`src/rtl/axi_lite_regfile_bridge.sv`:
```
// ---------------------------------------------------------------------------
// axi_lite_regfile_bridge
//
// AXI4-Lite slave that turns host accesses into single-cycle read/write
// strobes on the dmawr register file. Only one access is in flight at a
// time. A read that gets no reg_readdatavalid within TIMEOUT_CYCLES is
// answered with TIMEOUT_DATA / SLVERR, so the bus can never hang.
//
// Ports
//   sysclk, sysrst_n          clock, asynchronous active-low reset
//   s_axi_aw*                 write address channel (awaddr[1:0] ignored)
//   s_axi_w*                  write data channel (wdata, wstrb)
//   s_axi_b*                  write response, bresp always OKAY
//   s_axi_ar*                 read address channel (araddr[1:0] ignored)
//   s_axi_r*                  read data, rresp OKAY or SLVERR on timeout
//   reg_read / reg_write      one-cycle strobes towards the register file
//   reg_addr                  word address, held until the next access
//   reg_beN                   active-low byte enables (~wstrb)
//   reg_writedata             write data, valid with reg_write
//   reg_readdata/_valid       read return from the register file
// ---------------------------------------------------------------------------
module axi_lite_regfile_bridge #(
  parameter int unsigned ADDR_WIDTH     = 11,
  parameter int unsigned TIMEOUT_CYCLES = 64,
  parameter logic [31:0] TIMEOUT_DATA   = 32'hDEAD_BEEF
) (
  input  logic                  sysclk,
  input  logic                  sysrst_n,
  // write address
  input  logic                  s_axi_awvalid,
  output logic                  s_axi_awready,
  input  logic [ADDR_WIDTH-1:0] s_axi_awaddr,
  // write data
  input  logic                  s_axi_wvalid,
  output logic                  s_axi_wready,
  input  logic [31:0]           s_axi_wdata,
  input  logic [3:0]            s_axi_wstrb,
  // write response
  output logic                  s_axi_bvalid,
  input  logic                  s_axi_bready,
  output logic [1:0]            s_axi_bresp,
  // read address
  input  logic                  s_axi_arvalid,
  output logic                  s_axi_arready,
  input  logic [ADDR_WIDTH-1:0] s_axi_araddr,
  // read data
  output logic                  s_axi_rvalid,
  input  logic                  s_axi_rready,
  output logic [31:0]           s_axi_rdata,
  output logic [1:0]            s_axi_rresp,
  // register file side
  output logic                  reg_read,
  output logic                  reg_write,
  output logic [ADDR_WIDTH-3:0] reg_addr,
  output logic [3:0]            reg_beN,
  output logic [31:0]           reg_writedata,
  input  logic [31:0]           reg_readdata,
  input  logic                  reg_readdatavalid
);

  localparam int unsigned CW = $clog2(TIMEOUT_CYCLES + 1);
  localparam logic [CW-1:0] CNT_LAST = CW'(TIMEOUT_CYCLES - 1);
  localparam logic [1:0] RESP_OKAY   = 2'b00;
  localparam logic [1:0] RESP_SLVERR = 2'b10;

  typedef enum logic [2:0] {
    S_IDLE,
    S_WR,
    S_BRESP,
    S_RD,
    S_RWAIT,
    S_RRESP
  } state_t;

  state_t r_state, w_next;

  // r_active holds the readies low while reset is asserted and for the
  // first edge after release, so no handshake is offered from reset.
  logic                  r_active;

  // Independent AW / W holding registers
  logic                  r_aw_full;
  logic [ADDR_WIDTH-3:0] r_awaddr;
  logic                  r_w_full;
  logic [31:0]           r_wdata;
  logic [3:0]            r_wstrb;

  // Round-robin pointer: 1 = the last contested grant went to a read.
  logic                  r_last_rd;

  logic [CW-1:0]         r_cnt;
  logic [ADDR_WIDTH-3:0] r_reg_addr;
  logic [3:0]            r_reg_beN;
  logic [31:0]           r_reg_wdata;
  logic [31:0]           r_rdata;
  logic [1:0]            r_rresp;

  logic w_idle;
  logic w_awready;
  logic w_wready;
  logic w_aw_hs;
  logic w_w_hs;
  logic w_wr_pend;
  logic w_wr_ready;
  logic w_rd_grant;
  logic w_wr_go;
  logic w_conflict;
  logic w_to_hit;

  // Byte-offset bits of both addresses are intentionally dropped.
  logic w_unused;
  assign w_unused = ^{s_axi_awaddr[1:0], s_axi_araddr[1:0]};

  // -------------------------------------------------------------------------
  // Arbitration
  // -------------------------------------------------------------------------
  assign w_idle    = r_active && (r_state == S_IDLE);
  assign w_awready = w_idle && !r_aw_full;
  assign w_wready  = w_idle && !r_w_full;
  assign w_aw_hs   = s_axi_awvalid && w_awready;
  assign w_w_hs    = s_axi_wvalid  && w_wready;

  // A write counts as pending for arbitration as soon as both halves are
  // either held or arriving this cycle; it is only launched once both
  // holders are actually full, which keeps AW+W -> bvalid at two edges.
  assign w_wr_pend  = (r_aw_full || w_aw_hs) && (r_w_full || w_w_hs);
  assign w_wr_ready = r_aw_full && r_w_full;
  assign w_conflict = s_axi_arvalid && w_wr_pend;

  // Read wins unless a write is competing and the previous contested grant
  // already went to a read.
  assign w_rd_grant = w_idle && s_axi_arvalid && (!w_wr_pend || !r_last_rd);
  assign w_wr_go    = w_idle && w_wr_ready && !w_rd_grant;

  // Valid in the limit cycle takes priority over the timeout.
  assign w_to_hit   = (r_cnt == CNT_LAST) && !reg_readdatavalid;

  // -------------------------------------------------------------------------
  // FSM: state register
  // -------------------------------------------------------------------------
  always_ff @(posedge sysclk or negedge sysrst_n) begin
    if (!sysrst_n) r_state <= S_IDLE;
    else           r_state <= w_next;
  end

  // -------------------------------------------------------------------------
  // FSM: next state and strobes / channel outputs
  // -------------------------------------------------------------------------
  always_comb begin
    w_next        = r_state;
    s_axi_arready = 1'b0;
    s_axi_bvalid  = 1'b0;
    s_axi_rvalid  = 1'b0;
    reg_read      = 1'b0;
    reg_write     = 1'b0;
    case (r_state)
      S_IDLE: begin
        s_axi_arready = w_rd_grant;
        if (w_rd_grant)   w_next = S_RD;
        else if (w_wr_go) w_next = S_WR;
      end
      S_WR: begin
        reg_write = 1'b1;
        w_next    = S_BRESP;
      end
      S_BRESP: begin
        s_axi_bvalid = 1'b1;
        if (s_axi_bready) w_next = S_IDLE;
      end
      S_RD: begin
        reg_read = 1'b1;
        w_next   = S_RWAIT;
      end
      S_RWAIT: begin
        if (reg_readdatavalid || w_to_hit) w_next = S_RRESP;
      end
      S_RRESP: begin
        s_axi_rvalid = 1'b1;
        if (s_axi_rready) w_next = S_IDLE;
      end
      default: w_next = S_IDLE;
    endcase
  end

  // -------------------------------------------------------------------------
  // Holding registers and arbitration pointer
  // -------------------------------------------------------------------------
  always_ff @(posedge sysclk or negedge sysrst_n) begin
    if (!sysrst_n) begin
      r_active  <= 1'b0;
      r_aw_full <= 1'b0;
      r_awaddr  <= '0;
      r_w_full  <= 1'b0;
      r_wdata   <= '0;
      r_wstrb   <= '0;
      r_last_rd <= 1'b0;
    end else begin
      r_active <= 1'b1;
      if (w_aw_hs) begin
        r_aw_full <= 1'b1;
        r_awaddr  <= s_axi_awaddr[ADDR_WIDTH-1:2];
      end
      if (w_w_hs) begin
        r_w_full <= 1'b1;
        r_wdata  <= s_axi_wdata;
        r_wstrb  <= s_axi_wstrb;
      end
      // Holders are only ever filled in IDLE, so clearing here cannot race.
      if (r_state == S_BRESP && s_axi_bready) begin
        r_aw_full <= 1'b0;
        r_w_full  <= 1'b0;
      end
      // The pointer only moves when a grant was actually contested.
      if (w_rd_grant && w_conflict)        r_last_rd <= 1'b1;
      else if (w_wr_go && s_axi_arvalid)   r_last_rd <= 1'b0;
    end
  end

  // -------------------------------------------------------------------------
  // Register-file side address / data and read return
  // -------------------------------------------------------------------------
  always_ff @(posedge sysclk or negedge sysrst_n) begin
    if (!sysrst_n) begin
      r_reg_addr  <= '0;
      r_reg_beN   <= 4'hF;
      r_reg_wdata <= '0;
      r_cnt       <= '0;
      r_rdata     <= '0;
      r_rresp     <= RESP_OKAY;
    end else begin
      if (w_rd_grant) begin
        r_reg_addr <= s_axi_araddr[ADDR_WIDTH-1:2];
      end else if (w_wr_go) begin
        r_reg_addr  <= r_awaddr;
        r_reg_beN   <= ~r_wstrb;
        r_reg_wdata <= r_wdata;
      end

      if (r_state == S_RD)         r_cnt <= '0;
      else if (r_state == S_RWAIT) r_cnt <= r_cnt + 1'b1;

      if (r_state == S_RWAIT) begin
        if (reg_readdatavalid) begin
          r_rdata <= reg_readdata;
          r_rresp <= RESP_OKAY;
        end else if (w_to_hit) begin
          r_rdata <= TIMEOUT_DATA;
          r_rresp <= RESP_SLVERR;
        end
      end
    end
  end

  assign s_axi_awready = w_awready;
  assign s_axi_wready  = w_wready;
  assign s_axi_bresp   = RESP_OKAY;
  assign s_axi_rdata   = r_rdata;
  assign s_axi_rresp   = r_rresp;
  assign reg_addr      = r_reg_addr;
  assign reg_beN       = r_reg_beN;
  assign reg_writedata = r_reg_wdata;

endmodule

```
`config.mk`:
```
export PLATFORM = sky130hd
export DESIGN_NAME = axi_lite_regfile_bridge
export DESIGN_NICKNAME = d
export VERILOG_FILES = /design/src/rtl/axi_lite_regfile_bridge.sv
export SDC_FILE = /design/constraint.sdc
export NUM_CORES = 1
export LEC_CHECK = 0
export ABC_AREA = 1
export CORE_MARGIN = 2
export CORE_UTILIZATION = 46
export CTS_CLUSTER_SIZE = 14
export DETAILED_ROUTE_END_ITERATION = 6
export PLACE_DENSITY = 0.81
export SYNTH_ARGS = -nofsm -noshare
export SYNTH_HDL_FRONTEND = slang
export SYNTH_SLANG_ARGS = --single-unit
```
`constraint.sdc`:
```
create_clock -name sysclk -period 2.6 [get_ports sysclk]
set_clock_uncertainty 0.2 [all_clocks]
set_input_delay 0.78 -clock sysclk [delete_from_list [all_inputs] [get_ports sysclk]]
set_output_delay 0.78 -clock sysclk [all_outputs]
set_load 0.01 [all_outputs]
```
==> results.py <==
metrics = {
    "clock_network": {
        "path_clk_slew_ns": 0.05,
        "clk_path_buf_depth": 2,
        "clkSinkCount": 137,
        "cts-buffers-inserted": 17,
        "clk_latency_ns": 0.42,
        "h-tree-depth": 4,
        "cts_hold_buf": 0,
        "cts_tree": "built",
        "root_buffer": "clkbuf_16",
    },
    "setup_path": {
        "crit_chain": "clkdlybuf4s50_1 > inv_1 > nor2_2 > nand2_4 > inv_4 > buf_6",
        "critPathLaunchType": "input port",
        "critPathArrivalTime_ns": 1.70,
        "worstSetupPathType": "input port to output port",
        "ff2ff_setup_slack_ns": 0.15,
        "critical_path_depth": 6,
        "required_ns": 1.62,
        "crit_path_max_fanout": 2,
        "crit_slowest_cell": "clkdlybuf4s50_1",
        "crit_family": "buffers and inverters",
        "r2r_cells": 11,
        "r2r-start": "r_state[1]$_DFFE_PN0P_",
        "crit_buf_inv": 4,
        "cp-end-kind": "output port",
        "worstReg2RegEnd": "reg_writedata[30]$_DFFE_PN0P_",
        "slowest_delay_ns": 0.49,
    },
    "routing": {
        "drt_first_iter_violations": 267,
        "routedWlPerCell_um": 15.35,
        "dr_total_vias": 4645,
        "viasPerCell": 4.989,
        "routed_wl_um": 14300,
        "ant_nets": 0,
        "drt_first_pass_iters": 5,
        "drc": 0,
    },
    "grt": {
        "grt_usage_pct": 22.96,
        "overflow": 0,
        "grt_pass1_wl_um": 23320,
        "grt_max_degree": 52,
        "antenna_found_initial": 0,
        "grt_pass1_vias": 4858,
    },
    "timing": {
        "setup_viol": 1,
        "maxSlewHeadroom_pct": 54.84,
        "rsz0062_at_grt": "true",
        "final.min_clock_period_ns": 2.684,
        "fin_ws_ns": -0.08364,
        "tightest_slew_ns": 0.6704,
        "period_share_pct": 103.2,
        "hold_slack_ns": 0.1048,
        "slew_viol_final": 0,
        "final_hold_viol_count": 0,
        "max_freq_ghz": 0.3726,
    },
    "logic_synthesis": {
        "synth_compound_area_share_pct": 7.329,
        "synth_cell_type_count": 28,
        "synth_xor_area_share_pct": 0,
        "synth_top_family_by_area": "simple AND/OR/NAND/NOR gates",
        "yosysTopAreaCellShare_pct": 59.80,
        "ys_seq_area_share_pct": 61.69,
        "muxShareOfSynthArea_pct": 0.1799,
        "synthCells": 575,
        "synthesis.area_sq_mm": 0.005565,
        "synth-simple-area-share_pct": 24.87,
        "synth_area_leaders": "dfrtp_1, nand2_1, nand3_1",
        "ys_ff_latch": 137,
        "avgSynthCellArea_sq_um": 9.679,
        "yosysTopAreaCell": "dfrtp_1",
        "synth_warnings": 0,
        "synth_adder_area_share_pct": 0.2248,
    },
    "power": {
        "finalPower_uw": 9143,
        "p_leak_uw": 0.003963,
        "power_density_mw_per_mm2": 1118,
        "irDropWorstVdd_mv": 0.7082,
    },
    "layout": {
        "n_fill_cell": 943,
        "layout.nets": 870,
        "layout-drive-gt1-share_pct": 11.48,
        "antenna_cells": 0,
        "fin_cells": 931,
        "layout_commonest_cell": "nand2_1",
        "area_growth_pct": 46.90,
        "layout_common_cells": "nand2_1, clkdlybuf4s50_1, dfrtp_1, nand3_1, o22a_1",
    },
    "die": {
        "rows": 40,
        "core_sq_mm": 0.01191,
        "initial_utilization_pct": 46.72,
        "die_h_um": 114.0,
        "ios": 186,
        "die_area_sq_mm": 0.01299,
        "die_w_um": 114.0,
    },
    "run_status": {
        "outcome": "finished, violations left",
        "violations": "setup timing",
    },
    "placed_design": {
        "gp_congestion": 0.7912,
        "hpwl_um": 9805,
        "dpl.cell_count": 897,
        "dp_slack_ns": -0.5680,
        "portBuffers": 178,
    },
    "job": {
        "cap_viol_max_count": 0,
    },
    "min_path": {
        "hp-class": "input port to asynchronous set/reset pin",
    },
}
## how the worst max path moves through the flow
stage	from	to	slack, ns
3_5_place_dp	s_axi_arvalid	s_axi_arready	-0.57
6_report	s_axi_arvalid	s_axi_arready	-0.08
2_1_floorplan	s_axi_awvalid	s_axi_arready	0.19
5_1_grt	r_state[1]$_DFFE_PN0P_	s_axi_arready	-0.13
3_3_place_gp	s_axi_arvalid	s_axi_arready	-0.55
4_1_cts	s_axi_wvalid	s_axi_arready	-0.22
## timing repair
item                                    in CTS  in global routing
buffers inserted                             1                  1
gates resized for setup                     11                 13
hold endpoints to repair                     0                  0
pin swaps                                    3                  5
endpoints found under the setup margin       7                  4
## sequential cells by signal (all words and copies together) (netlist names)
signal / count
r_aw_full: 1
reg_writedata: 32
r_awaddr: 9
reg_beN: 4
s_axi_rresp: 1
r_w_full: 1
reg_addr: 9
r_cnt: 7
r_wstrb: 4
r_active: 1
r_last_rd: 1
r_wdata: 32
s_axi_rdata: 32
r_state: 3
## cells by family after synthesis
logic type,count (synthesis)
buf+inv,57
other cells,2
simple gates,326
flops,137
mux,1
compound gates,51
fa+ha+maj,1
## cells in the mapped netlist (all sizes together)
library cell  count
o21ai            16
buf              25
a22o              8
ha                1
nand2           237
conb              2
dfstp             4
mux2i             1
dfrtp           133
a21oi             2
o22a             24
nor2             18
nand3            67
o21bai            1
clkbuf            3
inv              29
nor3              4
## report_power, final
part | switching [uW] | internal (uW)
clock network | 851 | 1480
logic | 1520 | 1710
registers | 520 | 3060
total | 2890 | 6250
## per-stage QoR
stage	area [sq um]	utilization, %	TNS [ns]
detailed placement	7566	63.52	-12.16
global placement	7566	63.52	-10.04
CTS	8140	68.34	-0.2213
floorplan	5573	-	0
finish	8175	68.63	-0.08364
global route	8175	68.63	-0.1301
## layer usage
metal	part of all wire, %	wire [um]	vias to the layer above	GRT usage (%)
met5	0	0	-	0
met4	2.2	314	0	10.65
met3	4.0	575	24	4.516
met2	53	7624	143	39.68
met1	40	5781	2229	27.78
li1	-	-	2249	-
## final cells by class
type | instances | area (sq um) | share of cell area (%)
clock buffers | 24 | 481.7 | 5.892
clock inverters | 8 | 96.34 | 1.178
inverters | 29 | 111.4 | 1.362
multi-input cells | 383 | 1857 | 22.71
flip-flops and latches | 137 | 3433 | 42.00
well taps | 147 | 183.9 | 2.250
repair buffers | 203 | 2012 | 24.61
Power figures use the tool's default switching activity.
